File: config.mk
export PLATFORM = sky130hd
export DESIGN_NAME = ob_host_if
export DESIGN_NICKNAME = d
export VERILOG_FILES = /design/src/rtl/ob_pkg.sv /design/src/rtl/ob_host_tracker.sv /design/src/rtl/ob_host_if.sv
export SDC_FILE = /design/constraint.sdc
export NUM_CORES = 1
export LEC_CHECK = 0
export BUFFER_PORTS_ARGS = -buffer_cell sky130_fd_sc_hd__buf_4
export CORE_UTILIZATION = 57
export CTS_CLUSTER_DIAMETER = 50
export DETAILED_ROUTE_END_ITERATION = 10
export PLACE_DENSITY = 0.8
export SYNTH_ARGS = -nofsm -noshare
export SYNTH_HDL_FRONTEND = slang
export SYNTH_HIERARCHICAL = 1
export SYNTH_SLANG_ARGS = --single-unit
File: constraint.sdc
create_clock -name clk -period 4.3 [get_ports clk]
set_clock_uncertainty 0.15 [all_clocks]
set_input_delay 0.215 -clock clk [delete_from_list [all_inputs] [get_ports clk]]
set_output_delay 0.215 -clock clk [all_outputs]
set_load 0.03 [all_outputs]
File: src/rtl/ob_pkg.sv
// rtl/ob_pkg.sv - shared order-book command/response types and host tracker types
package ob_pkg;

  localparam int UID_W    = 8;
  localparam int QTY_W    = 16;
  localparam int PRICE_W  = 16;
  localparam int OB_LAT_W = 16;

  typedef logic [UID_W-1:0]    uid_t;
  typedef logic [QTY_W-1:0]    qty_t;
  typedef logic [PRICE_W-1:0]  price_t;
  typedef logic [OB_LAT_W-1:0] latency_t;

  typedef enum logic [2:0] {
    Op_Nop       = 3'd0,
    Op_Buy       = 3'd1,
    Op_Sell      = 3'd2,
    Op_Cancel    = 3'd3,
    Op_QryBidAsk = 3'd4
  } opcode_t;

  typedef enum logic [1:0] {
    St_Ok       = 2'd0,
    St_Reject   = 2'd1,
    St_NotFound = 2'd2,
    St_Err      = 2'd3
  } status_t;

  typedef struct packed {
    opcode_t opcode;
    uid_t    uid;
    qty_t    qty;
    price_t  price;
  } cmd_t;

  typedef struct packed {
    uid_t    uid;
    status_t status;
  } rsp_t;

  typedef struct packed {
    logic     vld;
    uid_t     uid;
    latency_t ts;
  } tracker_entry_t;

endpackage

File: src/rtl/ob_host_tracker.sv
// rtl/ob_host_tracker.sv - in-flight UID tracker with lowest-free allocator and UID CAM
module ob_host_tracker
  import ob_pkg::*;
#(
  parameter int N     = 4,
  parameter int LAT_W = 16,
  localparam int IDX_W = $clog2(N),
  localparam int CNT_W = IDX_W + 1
) (
  input  logic             clk,
  input  logic             rst,
  input  logic             alloc,
  input  uid_t             alloc_uid,
  input  logic [LAT_W-1:0] alloc_ts,
  input  logic             lookup,
  input  uid_t             lookup_uid,
  output logic             hit,
  output logic [LAT_W-1:0] hit_ts,
  output logic [CNT_W-1:0] count
);

  logic [N-1:0]     ent_vld;
  uid_t             ent_uid [N];
  logic [LAT_W-1:0] ent_ts  [N];

  logic             free_any;
  logic [IDX_W-1:0] free_idx;
  logic             match_any;
  logic [IDX_W-1:0] match_idx;
  logic             do_alloc;

  // Descending scans so the lowest matching index wins.
  always_comb begin
    free_any = 1'b0;
    free_idx = '0;
    for (int i = N - 1; i >= 0; i--) begin
      if (!ent_vld[i]) begin
        free_any = 1'b1;
        free_idx = IDX_W'(i);
      end
    end
  end

  always_comb begin
    match_any = 1'b0;
    match_idx = '0;
    for (int i = N - 1; i >= 0; i--) begin
      if (ent_vld[i] && (ent_uid[i] == lookup_uid)) begin
        match_any = 1'b1;
        match_idx = IDX_W'(i);
      end
    end
  end

  assign hit      = lookup & match_any;
  assign hit_ts   = ent_ts[match_idx];
  assign do_alloc = alloc & free_any;

  // Allocation only targets FREE entries and a hit only targets PEND ones,
  // so a same-cycle alloc and free never collide.
  always_ff @(posedge clk) begin
    if (rst) begin
      ent_vld <= '0;
      count   <= '0;
      for (int i = 0; i < N; i++) begin
        ent_uid[i] <= '0;
        ent_ts[i]  <= '0;
      end
    end else begin
      if (do_alloc) begin
        ent_vld[free_idx] <= 1'b1;
        ent_uid[free_idx] <= alloc_uid;
        ent_ts[free_idx]  <= alloc_ts;
      end
      if (hit) begin
        ent_vld[match_idx] <= 1'b0;
      end
      count <= count + CNT_W'(do_alloc) - CNT_W'(hit);
    end
  end

endmodule

File: src/rtl/ob_host_if.sv
// rtl/ob_host_if.sv - host-side initiator: UID stamping, command issue, response matching
module ob_host_if
  import ob_pkg::*;
#(
  parameter int OUTSTANDING_N = 4,
  parameter int LAT_W         = 16
) (
  input  logic                         clk,
  input  logic                         rst,
  input  logic                         req_vld,
  input  cmd_t                         req_cmd,
  output logic                         req_rdy,
  output logic                         cmd_vld_r,
  output cmd_t                         cmd_r,
  input  logic                         cmd_full_r,
  input  logic                         rsp_vld,
  input  rsp_t                         rsp,
  output logic                         rsp_accept,
  output logic                         cpl_vld,
  output uid_t                         cpl_uid,
  output status_t                      cpl_status,
  output logic [LAT_W-1:0]             cpl_latency,
  input  logic                         cpl_rdy,
  output logic [$clog2(OUTSTANDING_N):0] inflight,
  output logic                         err_bad_uid_r
);

  localparam int CNT_W = $clog2(OUTSTANDING_N) + 1;

  uid_t             uid_cnt;
  logic [LAT_W-1:0] ts_cnt;
  logic             accept;
  logic             rsp_take;
  logic             trk_hit;
  logic [LAT_W-1:0] trk_ts;
  cmd_t             issue_cmd;

  // Occupancy is the registered count, so a same-cycle free is seen next cycle.
  assign req_rdy    = !cmd_full_r && (inflight != CNT_W'(OUTSTANDING_N));
  assign accept     = req_vld & req_rdy;
  assign rsp_accept = !cpl_vld | cpl_rdy;
  assign rsp_take   = rsp_vld & rsp_accept;

  always_comb begin
    issue_cmd     = req_cmd;
    issue_cmd.uid = uid_cnt;
  end

  ob_host_tracker #(
    .N     (OUTSTANDING_N),
    .LAT_W (LAT_W)
  ) u_tracker (
    .clk        (clk),
    .rst        (rst),
    .alloc      (accept),
    .alloc_uid  (uid_cnt),
    .alloc_ts   (ts_cnt),
    .lookup     (rsp_take),
    .lookup_uid (rsp.uid),
    .hit        (trk_hit),
    .hit_ts     (trk_ts),
    .count      (inflight)
  );

  always_ff @(posedge clk) begin
    if (rst) begin
      uid_cnt       <= '0;
      ts_cnt        <= '0;
      cmd_vld_r     <= 1'b0;
      cmd_r         <= '0;
      cpl_vld       <= 1'b0;
      cpl_uid       <= '0;
      cpl_status    <= St_Ok;
      cpl_latency   <= '0;
      err_bad_uid_r <= 1'b0;
    end else begin
      ts_cnt    <= ts_cnt + 1'b1;
      cmd_vld_r <= accept;
      cmd_r     <= accept ? issue_cmd : '0;
      if (accept) begin
        uid_cnt <= uid_cnt + 1'b1;
      end

      // Payload only moves on a hit; a miss leaves the completion untouched.
      if (trk_hit) begin
        cpl_vld     <= 1'b1;
        cpl_uid     <= rsp.uid;
        cpl_status  <= rsp.status;
        cpl_latency <= ts_cnt - trk_ts;
      end else if (cpl_rdy) begin
        cpl_vld <= 1'b0;
      end

      if (rsp_take && !trk_hit) begin
        err_bad_uid_r <= 1'b1;
      end
    end
  end

endmodule
==> flow_metrics.env <==
export IMPL_antenna_found_initial=0
export IMPL_grt_pass1_vias=6478
export IMPL_start_util_pct=58.9
export IMPL_clk_pin_slew_ns=0.07
export IMPL_grt_use_total_pct=27.3
export IMPL_wl_um=20400
export IMPL_drt_iter0_markers=386
export IMPL_ys_warn_count=6
export IMPL_gp_congestion=0.802
export IMPL_synth_cell_type_count=57
export IMPL_cts_max_level=4
export IMPL_dr_pass1_iters=5
export IMPL_crit_fanout=5
export IMPL_num_vias=6253
export IMPL_hold_violations=0
export IMPL_clockBufferDepth=2
export IMPL_overflow=0
export IMPL_rows=44
export IMPL_hpwl_um=13100
export IMPL_pwr_density_cell_nw_per_um2=364
export IMPL_ys_seq_area_share_pct=57.6
export IMPL_p_int_mw=3.04
export IMPL_route_detailed_drc=0
export IMPL_maxSlewViolCount=0
export IMPL_yosysTopAreaCell="edfxtp_1"
export IMPL_p_leak_nw=4.43
export IMPL_die_h_um=125
export IMPL_status="finished, final reports clean"
export IMPL_drive_gt1_share_pct=21.2
export IMPL_core_um2=14600
export IMPL_slew_headroom_pct=15.7
export IMPL_synth_area_um2=8590
export IMPL_min_period_over_period_pct=95.3
export IMPL_vias_per_cell=5.51
export IMPL_synth_top_cell_area_share_pct=33.6
export IMPL_tightest_slew_ns=1.26
export IMPL_io_pins=136
export IMPL_cts_tree="yes"
export IMPL_diodes=0
export IMPL_arrival_ns=4.26
export IMPL_hp_class="in -> reg"
export IMPL_tns_ns=0
export IMPL_pwr_share_clk_pct=39.0
export IMPL_cts_buffers_inserted=17
export IMPL_p_sw_mw=0.899
export IMPL_async_flop_share_pct=0
export IMPL_drv_cap=0
export IMPL_synth_most_common_cell="and2_1"
export IMPL_portBuffers=127
export IMPL_synthTopCellsByCount="and2_1, dfxtp_1, edfxtp_1"
export IMPL_critPathRequiredTime_ns=4.46
export IMPL_die_w_um=125
export IMPL_area_delta_synth_final_pct=26.2
export IMPL_pwr_share_comb_pct=8.4
export IMPL_fillers=931
export IMPL_cp_end_kind="flip-flop"
export IMPL_cp_start_kind="input pin"
export IMPL_sequentialPowerShare_pct=52.6
export IMPL_cts_sinks=199
export IMPL_synth_area_top_cells="edfxtp_1, dfxtp_1, and2_1"
export IMPL_syn_instance_count=758
export IMPL_cpMaxStageDelayCell="nor3_1"
export IMPL_critPathMaxStageDelay_ns=0.56
export IMPL_setup_violations=0
export IMPL_fmax_mhz=244
export IMPL_avgSynthCellArea_um2=11.3
export IMPL_peakVddDrop_mv=0.349
export IMPL_placed_cell_area_um2=9760
export IMPL_design_area_um2=10800
export IMPL_path_class="in -> reg"
export IMPL_rsz0062_at_grt="false"
export IMPL_avgRoutedWirePerCell_um=18.0
export IMPL_grt_max_degree=71
export IMPL_cts_root_buf="clkbuf_16"
export IMPL_die_area_um2=15600
export IMPL_critical_path_cell_chain="dlygate4sd3_1, buf_4, xnor2_1, nand3_1, nor3_1, o31ai_4, buf_4, nand2_1, o21ai_1, inv_1, ha_1, a21o_1, a31o_2, o21ai_2, o21ai_1, a2111oi_2, a31o_1, o41ai_2"
export IMPL_switching_share_pct=22.8
export IMPL_insertion_delay_ns=0.43
export IMPL_synth_edff_count=96
export IMPL_finalCriticalPeriod_ns=4.10
export IMPL_final_nets=1018
export IMPL_ant_nets=0
export IMPL_ys_seq_elements=199
export IMPL_synth_nets=838
export IMPL_grt_first_pass_wirelength_um=32800
export IMPL_synth_ff_type="dfxtp_1"
## placed cells by master, fill, tap and decap left out, drive strengths merged, types with 21 or more instances in the layout
cell / instances
dfxtp: 103
and2: 141
xor2: 24
nand2: 37
clkbuf: 21
o21ai: 40
dlygate4sd3: 46
buf: 148
nor2: 57
inv: 22
edfxtp: 96
xnor2: 42
## per-stage QoR
stage                     power [mW]  worst slack [ns]  utilization, %  std cells  hold slack, ns
after detailed placement        2.40             0.260            66.9       1054           0.270
after CTS                       3.95            0.0991            74.0       1132           0.110
after global routing            4.07           0.00814            74.3       1135           0.140
final                           3.94             0.204            74.3       1135           0.133
after floorplan                 2.28             0.740               -        758           0.187
after global placement          2.39             0.449            66.9       1054           0.267
## layout make-up
cell class	count	area, um2	area share (%)
flip-flops and latches	199	4940	45.6
multi-input cells	505	3440	31.8
repair buffers	194	1570	14.5
clock buffers	21	472	4.35
well taps	184	230	2.12
clock inverters	11	98.8	0.912
inverters	21	78.8	0.727
## routing by layer
metal	share of wire (%)	global-route usage, %	routed length [um]	vias to the layer above
li1	-	-	-	2979
met1	39	30.4	7900	3008
met2	53	49.1	10800	227
met3	6.2	7.04	1280	39
met4	2.0	11.1	401	0
met5	0	0	0	-
## worst max-delay path, delay by kind of cell
kind,cells,cell delay [ns]
AO/OA/AOI/OAI,9,1.70
XOR/XNOR,1,0.25
adder cells (fa/ha/maj),1,0.28
buffers and inverters,4,0.96
AND/OR/NAND/NOR,3,0.84
## logic make-up (layout without fill, tap and decap cells)
kind of cell | count (synthesis) | in the layout | share of synthesized area (%)
DFF | 199 | 199 | 57.6
muxes | 19 | 19 | 2.22
buffers and inverters | 54 | 247 | 2.73
and+or+nand+nor | 294 | 294 | 19.0
adders and majority gates | 21 | 21 | 3.24
AOI/OAI and AO/OA | 105 | 105 | 8.50
xor gates and xnor gates | 66 | 66 | 6.73
## flip-flops by register name, summed over array words and instances, names as in the netlist, 2 cells and up
name	cells
u_tracker/ent_ts	64
uid_cnt	8
cpl_latency	16
u_tracker/ent_uid	32
ts_cnt	16
cpl_uid	8
u_tracker/ent_vld	4
cmd_r	43
u_tracker/count	3
cpl_status	2
## power by group through the flow
stage                     Combinational [mW]  Clock, mW  Sequential [mW]
after CTS                              0.326       1.55             2.07
after global placement                 0.279          0             2.11
after detailed placement               0.291          0             2.11
after global routing                   0.358       1.64             2.08
final                                  0.331       1.54             2.07
after floorplan                        0.149          0             2.13
## timing repair
item                                    in CTS  in global routing
endpoints found under the hold margin       46                  0
endpoints found under the setup margin       0                  3
buffers inserted                             0                  3
gates resized for setup                      0                  4
hold buffers                                46                  0
## final timing paths
kind | start | end | slack (ns) | cells after the start
worst max-delay path | rsp[9] | cpl_latency[13] | 0.20 | 18
worst min-delay path | rsp_vld | u_tracker/ent_vld[0] | 0.13 | 3
worst max register to register | u_tracker/ent_uid[3][7] | cpl_latency[13] | 0.30 | 16
worst min register to register | cpl_latency[15] | cpl_latency[15] | 0.30 | 2
Note: power is estimated with default switching activity, not from simulation.
